**config.mk**
```make
export PLATFORM = sky130hd
export DESIGN_NAME = rv_mc_ctrl
export DESIGN_NICKNAME = d
export VERILOG_FILES = /design/src/rtl/rv_mc_ctrl.sv
export SDC_FILE = /design/constraint.sdc
export NUM_CORES = 1
export LEC_CHECK = 0
export CAP_MARGIN = 0
export CORE_ASPECT_RATIO = 1.5
export CORE_UTILIZATION = 39
export CTS_CLUSTER_DIAMETER = 80
export DETAILED_ROUTE_END_ITERATION = 10
export PLACE_DENSITY_LB_ADDON = 0.2
export SYNTH_ARGS = -nofsm -noshare
export SYNTH_HDL_FRONTEND = slang
export SYNTH_SLANG_ARGS = --single-unit
export TNS_END_PERCENT = 1
```
**constraint.sdc**
```tcl
create_clock -name clk -period 4.45 [get_ports clk]
set_input_delay 1.1125 -clock clk [delete_from_list [all_inputs] [get_ports clk]]
set_output_delay 1.1125 -clock clk [all_outputs]
set_load 0.01 [all_outputs]
```
**src/rtl/rv_mc_ctrl.sv**
```systemverilog
// rtl/rv_mc_ctrl.sv - multicycle sequencer for an RV32I ALU/branch subset
// Owns pc, ir, instret and the sticky fault code; strobes are decoded from the state register.
module rv_mc_ctrl #(
    parameter logic [31:0] RESET_PC     = 32'h0000_0000,
    parameter int          IMEM_TIMEOUT = 15,
    parameter int          CNT_W        = 32
) (
    input  logic             clk,
    input  logic             rst,
    input  logic             run,
    output logic             imem_req,
    output logic [31:0]      imem_addr,
    input  logic             imem_ack,
    input  logic [31:0]      imem_rdata,
    output logic [31:0]      ir,
    output logic [31:0]      pc,
    input  logic             alu_zero,
    output logic             alu_src_imm,
    output logic             alu_force_sub,
    output logic             rf_we,
    output logic [CNT_W-1:0] instret,
    output logic [2:0]       state,
    output logic [1:0]       fault
);

    localparam int TW = $clog2(IMEM_TIMEOUT + 1);

    localparam logic [6:0]  OP_R   = 7'b0110011;
    localparam logic [6:0]  OP_I   = 7'b0010011;
    localparam logic [6:0]  OP_BR  = 7'b1100011;
    localparam logic [31:0] NOP    = 32'h0000_0013;

    typedef enum logic [2:0] {
        S_IDLE   = 3'd0,
        S_FETCH  = 3'd1,
        S_DECODE = 3'd2,
        S_EXEC   = 3'd3,
        S_WB     = 3'd4,
        S_BRANCH = 3'd5,
        S_TRAP   = 3'd6
    } state_e;

    state_e           state_q;
    logic [31:0]      pc_q;
    logic [31:0]      ir_q;
    logic [CNT_W-1:0] instret_q;
    logic [1:0]       fault_q;
    logic [TW-1:0]    tcnt_q;

    logic [6:0]  opcode;
    logic [2:0]  funct3;
    logic [31:0] imm_b;
    logic [31:0] pc_plus4;
    logic [31:0] br_target;
    logic        br_taken;

    assign opcode    = ir_q[6:0];
    assign funct3    = ir_q[14:12];
    assign imm_b     = {{19{ir_q[31]}}, ir_q[31], ir_q[7], ir_q[30:25], ir_q[11:8], 1'b0};
    assign pc_plus4  = pc_q + 32'd4;
    assign br_target = pc_q + imm_b;
    assign br_taken  = (funct3 == 3'b000) ? alu_zero : ~alu_zero;

    always_ff @(posedge clk) begin
        if (rst) begin
            state_q   <= S_IDLE;
            pc_q      <= RESET_PC;
            ir_q      <= NOP;
            instret_q <= '0;
            fault_q   <= 2'd0;
            tcnt_q    <= '0;
        end else begin
            // counter only advances while waiting in FETCH, so it is zero on every FETCH entry
            if (state_q != S_FETCH) tcnt_q <= '0;
            case (state_q)
                S_IDLE: if (run) state_q <= S_FETCH;
                S_FETCH: begin
                    if (imem_ack) begin
                        ir_q    <= imem_rdata;
                        state_q <= S_DECODE;
                    end else if (tcnt_q == TW'(IMEM_TIMEOUT - 1)) begin
                        fault_q <= 2'd2;
                        state_q <= S_TRAP;
                    end else begin
                        tcnt_q  <= tcnt_q + TW'(1);
                    end
                end
                S_DECODE: begin
                    if (opcode == OP_R || opcode == OP_I) begin
                        state_q <= S_EXEC;
                    end else if (opcode == OP_BR && funct3[2:1] == 2'b00) begin
                        state_q <= S_BRANCH;
                    end else begin
                        fault_q <= 2'd1;
                        state_q <= S_TRAP;
                    end
                end
                S_EXEC: state_q <= S_WB;
                S_WB: begin
                    pc_q      <= pc_plus4;
                    instret_q <= instret_q + CNT_W'(1);
                    state_q   <= run ? S_FETCH : S_IDLE;
                end
                S_BRANCH: begin
                    if (br_taken && br_target[1]) begin
                        fault_q <= 2'd3;
                        state_q <= S_TRAP;
                    end else begin
                        pc_q      <= br_taken ? br_target : pc_plus4;
                        instret_q <= instret_q + CNT_W'(1);
                        state_q   <= run ? S_FETCH : S_IDLE;
                    end
                end
                default: state_q <= S_TRAP;
            endcase
        end
    end

    assign imem_req      = (state_q == S_FETCH);
    assign imem_addr     = pc_q;
    assign ir            = ir_q;
    assign pc            = pc_q;
    assign alu_src_imm   = (state_q == S_EXEC) && (opcode == OP_I);
    assign alu_force_sub = (state_q == S_BRANCH);
    assign rf_we         = (state_q == S_WB) && (ir_q[11:7] != 5'd0);
    assign instret       = instret_q;
    assign state         = state_q;
    assign fault         = fault_q;

endmodule
```
==> reports/summary.log <==
[outcome] outcome completed
[sta] post-route fraction of the period consumed by the critical path 0.7830
[clocking] clock sink total 104
[logic_synthesis] share of synthesized registers carrying an async set or reset 0
[logic_synthesis] synthesized netlist cell count 845
[sta] Hold WS 0.4560 ns
[sta] final critical path time including I/O delays and setup 3.484 ns
[logic_synthesis] top cell type's share of synthesized area 0.3225
[sta] number of max-slew violations in the final report 0
[worst_setup_path] data arrival time at the worst-slack endpoint 3.75 ns
[power] static leakage 3.134 nW
[min_path] hold path endpoint ir[18]$_SDFFE_PP0P_
[power] ratio of total power to cell area 254.8 mW/mm²
[min_path] class of the tightest hold or removal check flop to flop
[sta] total count of hold-check failures in the final report 0
[sta] setup_tns 0 ns
[floorplan] chip height 159.6 µm
[clocking] setup fix buffers added after clock tree synthesis 0
[layout] synth-to-layout area growth 30.23%
[min_path] number of cells on the worst hold path 2
[logic_synthesis] post-synthesis mux area share 0.001744
[sta] Setup violations, final 0
[grt] overall routing resource usage 0.2190
[logic_synthesis] combinational family with the most area after synthesis simple AND/OR/NAND/NOR gates
[flow_run] max-cap violations 0
[placement] GP Congestion 0.8574
[drt] DRC viols 0
[sta] timing-limited maximum frequency 0.2870 GHz
[clocking] maximum level of the CTS H-tree 3
[logic_synthesis] sequential area share after synthesis 0.3225
[worst_setup_path] worst reg-to-reg setup slack 0.97 ns
[worst_setup_path] kind of start point of the critical path flop
[layout] number of inserted diodes 0
[min_path] Worst Hold Launch ir[18]$_SDFFE_PP0P_
[layout] share of cells above drive strength 1 0.04209
[floorplan] Row Count 57
[clocking] CTS-repair resized insts 0
[logic_synthesis] number of flops mapped to enable cells by yosys 0
[drt] number of DRC markers after the initial detailed-route iteration 321
[clocking] buffer levels on the longest clock path 2
[drt] post-detailed-route wirelength per cell 15.92 µm
[clocking] cell at the root of the clock tree clkbuf_16
[logic_synthesis] number of warnings reported in the yosys synthesis log 0
[logic_synthesis] post-synth cell types 58
[drt] final routed wirelength across all metal layers 18.79 mm
[worst_setup_path] Setup crit end kind flop
[grt] wire length of the first global-routing pass 29.89 mm
[worst_setup_path] cell with the largest stage delay on the worst path dfxtp_1
[logic_synthesis] synthesized-area fraction occupied by ao, oa, aoi and oai cells 0.2048
[placement] detailed placement HPWL 13.87 mm
[power] Internal Power 1.517 mW
[worst_setup_path] Critical Path Fanout Max 5
[clocking] source-to-sink clock delay at the later pin of the worst-skew pair 0.35 ns
[floorplan] total die area 0.01708 mm²
[floorplan] number of top-level pins 174
[worst_setup_path] worst reg2reg path endpoint imem_addr[29]$_SDFFE_PP0P_
[power] worst vdd rail ir drop 0.0001674 V
[clocking] CTS tree yes
[logic_synthesis] netlist area before placement 0.006456 mm²
[grt] largest net degree at the start of global routing 83
[logic_synthesis] Adder-Cell Fraction of Synth Area 0.06899
[layout] core utilization of the finished layout 0.5194
[clocking] clock slew seen by the registers of the worst setup and hold paths 0.08 ns
[power] switching power 0.6258 mW
[worst_setup_path] critical path required time 4.72 ns
[worst_setup_path] crit path cell chain ha_1, inv_1, fa_1, nand2b_1, a21oi_1, o21ai_0, nand2_1, a31oi_1, o21ai_0, nor4b_1, a311oi_1, xor2_1, a211oi_1
[logic_synthesis] flops & latches, synth 104
[floorplan] horizontal extent of the die 107.1 µm
[sta] final clock skew 0.009975 ns
[layout] Final Net Count 1041
[clocking] count of hold-fix buffers inserted at cts 0
[layout] total of fill cells in the finished design 1605
[power] combinational fraction of design power 0.165
[sta] unrepaired setup endpoints after global routing no
[worst_setup_path] critical path start-end classification flop to flop
[worst_setup_path] Crit path max-delay family compound AO/OA/AOI/OAI gates
[worst_setup_path] Buf+Inv Stages, Crit Path 1
[clocking] number of buffers inserted during clock tree synthesis 9
[logic_synthesis] most instantiated library cell after synthesis nand2_1
[worst_setup_path] depth of the worst register-to-register path 13
[logic_synthesis] cell types occupying the most area after synthesis dfxtp_1, nand2_1, a21oi_1, ha_1, nor2_1
[power] switching portion of total power 0.2921
[drt] via density per instance 5.430
[power] Clock power frac 0.366
[floorplan] initial standard-cell utilization of the core 0.3988
[drt] Pre-Repair DR Iteration Count 5
[logic_synthesis] commonest cells in the netlist nand2_1, dfxtp_1, a21oi_1
[worst_setup_path] critical path depth in cells 13
[drt] vias post-DR 6407
[floorplan] Core Footprint 0.01619 mm²
[grt] total gr overflow 0
[logic_synthesis] post-synth top area cell dfxtp_1
[worst_setup_path] Most common cell on crit path o21ai_0
[logic_synthesis] syn_area_per_cell 7.640 µm²
[logic_synthesis] post-synthesis simple-gate area fraction 0.2543
[logic_synthesis] predominant post-synthesis flop cell dfxtp_1
[grt] number of global-route vias before repair 5955
[sta] transition time at the pin with the least slew margin 1.139 ns
[worst_setup_path] worst reg2reg path startpoint imem_addr[1]$_SDFFE_PP0P_
[sta] Max-slew headroom 0.2386
[power] fraction of power consumed by sequential logic 0.469
[placement] count of input and output buffers 171
[logic_synthesis] XOR/XNOR share of the synthesized area 0.08004
[worst_setup_path] critical path's largest stage delay 0.46 ns
[drt] number of nets with antenna violations after routing 0
[grt] initial antenna violation count 0
area by class of cell:
type	instances	area [µm²]	share of cell area
inverters	12	45.04	0.005357
multi-input cells	660	3945	0.4692
well taps	206	257.7	0.03065
flip-flops and latches	104	2082	0.2476
repair buffers	182	1792	0.2131
clock inverters	7	61.31	0.007292
clock buffers	9	225.2	0.02679
cell families after synthesis:
group | count (synthesis)
XOR/XNOR | 59
multiplexers | 1
AO/OA/AOI/OAI | 218
AND/OR/NAND/NOR | 345
buffers and inverters | 82
adder cells (fa/ha/maj) | 35
other | 1
flip-flops | 104
layer usage:
layer,vias up,track usage,wire length [µm]
met1,3004,0.2556,7795
met4,0,0.08406,431
met5,-,0,0
li1,3227,-,-
met2,154,0.4009,9819
met3,22,0.02497,743
placed cells by master (no fill, tap or decap), drive strengths merged, types with 6 or more instances in the layout:
master,netlist,final
xor2,31,31
a21o,12,12
nand4b,6,6
a211oi,15,15
buf,34,12
nand2,128,128
nand4,10,10
a21oi,86,86
nand2b,8,8
clkbuf,36,9
o21ai,49,49
nor2b,7,7
clkdlybuf4s50,0,170
a2111oi,7,7
ha,34,34
and3,20,20
nor3,15,15
inv,12,15
nor2,79,79
a31oi,16,16
dfxtp,104,104
xnor2,28,28
nand3,35,35
how the worst max path moves through the flow:
stage | slack [ns] | start | end
2_1_floorplan | 1.18 | ir[31]$_SDFFE_PP0P_ | imem_addr[30]$_SDFFE_PP0P_
3_3_place_gp | 0.74 | alu_zero | instret[25]$_SDFFE_PP0P_
3_5_place_dp | 0.71 | alu_zero | instret[31]$_SDFFE_PP0P_
4_1_cts | 0.94 | imem_addr[1]$_SDFFE_PP0P_ | imem_addr[29]$_SDFFE_PP0P_
5_1_grt | 0.66 | imem_addr[1]$_SDFFE_PP0P_ | imem_addr[29]$_SDFFE_PP0P_
6_report | 0.97 | imem_addr[1]$_SDFFE_PP0P_ | imem_addr[29]$_SDFFE_PP0P_
sequential cells by signal (all words and copies together) (netlist names):
| name | cells |
|---|---|
| state | 3 |
| tcnt_q | 4 |
| ir | 32 |
| instret | 32 |
| imem_addr | 31 |
| fault | 2 |
worst register-to-register path: stages, from the launching register on:
cell,delay (ns)
dfxtp_1,0.46
ha_1,0.24
inv_1,0.06
fa_1,0.37
nand2b_1,0.19
a21oi_1,0.33
o21ai_0,0.16
nand2_1,0.17
a31oi_1,0.14
o21ai_0,0.38
nor4b_1,0.39
a311oi_1,0.11
xor2_1,0.17
a211oi_1,0.23
power by group through the flow:
stage	clock, mW	combinational, mW	sequential [mW]
floorplan	0	0.199	1.02
global placement	0	0.355	1.03
detailed placement	0	0.355	1.03
CTS	0.800	0.356	1.01
global route	0.839	0.389	1.01
finish	0.783	0.353	1.01
stage by stage:
stage / cell area [µm²] / instances / total power, mW / worst slack (ns)
detailed placement: 8122 / 1164 / 1.383 / 0.7109
global route: 8408 / 1180 / 2.240 / 0.6560
global placement: 8122 / 1164 / 1.382 / 0.7440
floorplan: 6460 / 846 / 1.222 / 1.177
CTS: 8408 / 1180 / 2.163 / 0.9396
finish: 8408 / 1180 / 2.142 / 0.9658
No activity file was read; power rests on OpenSTA's default activity.
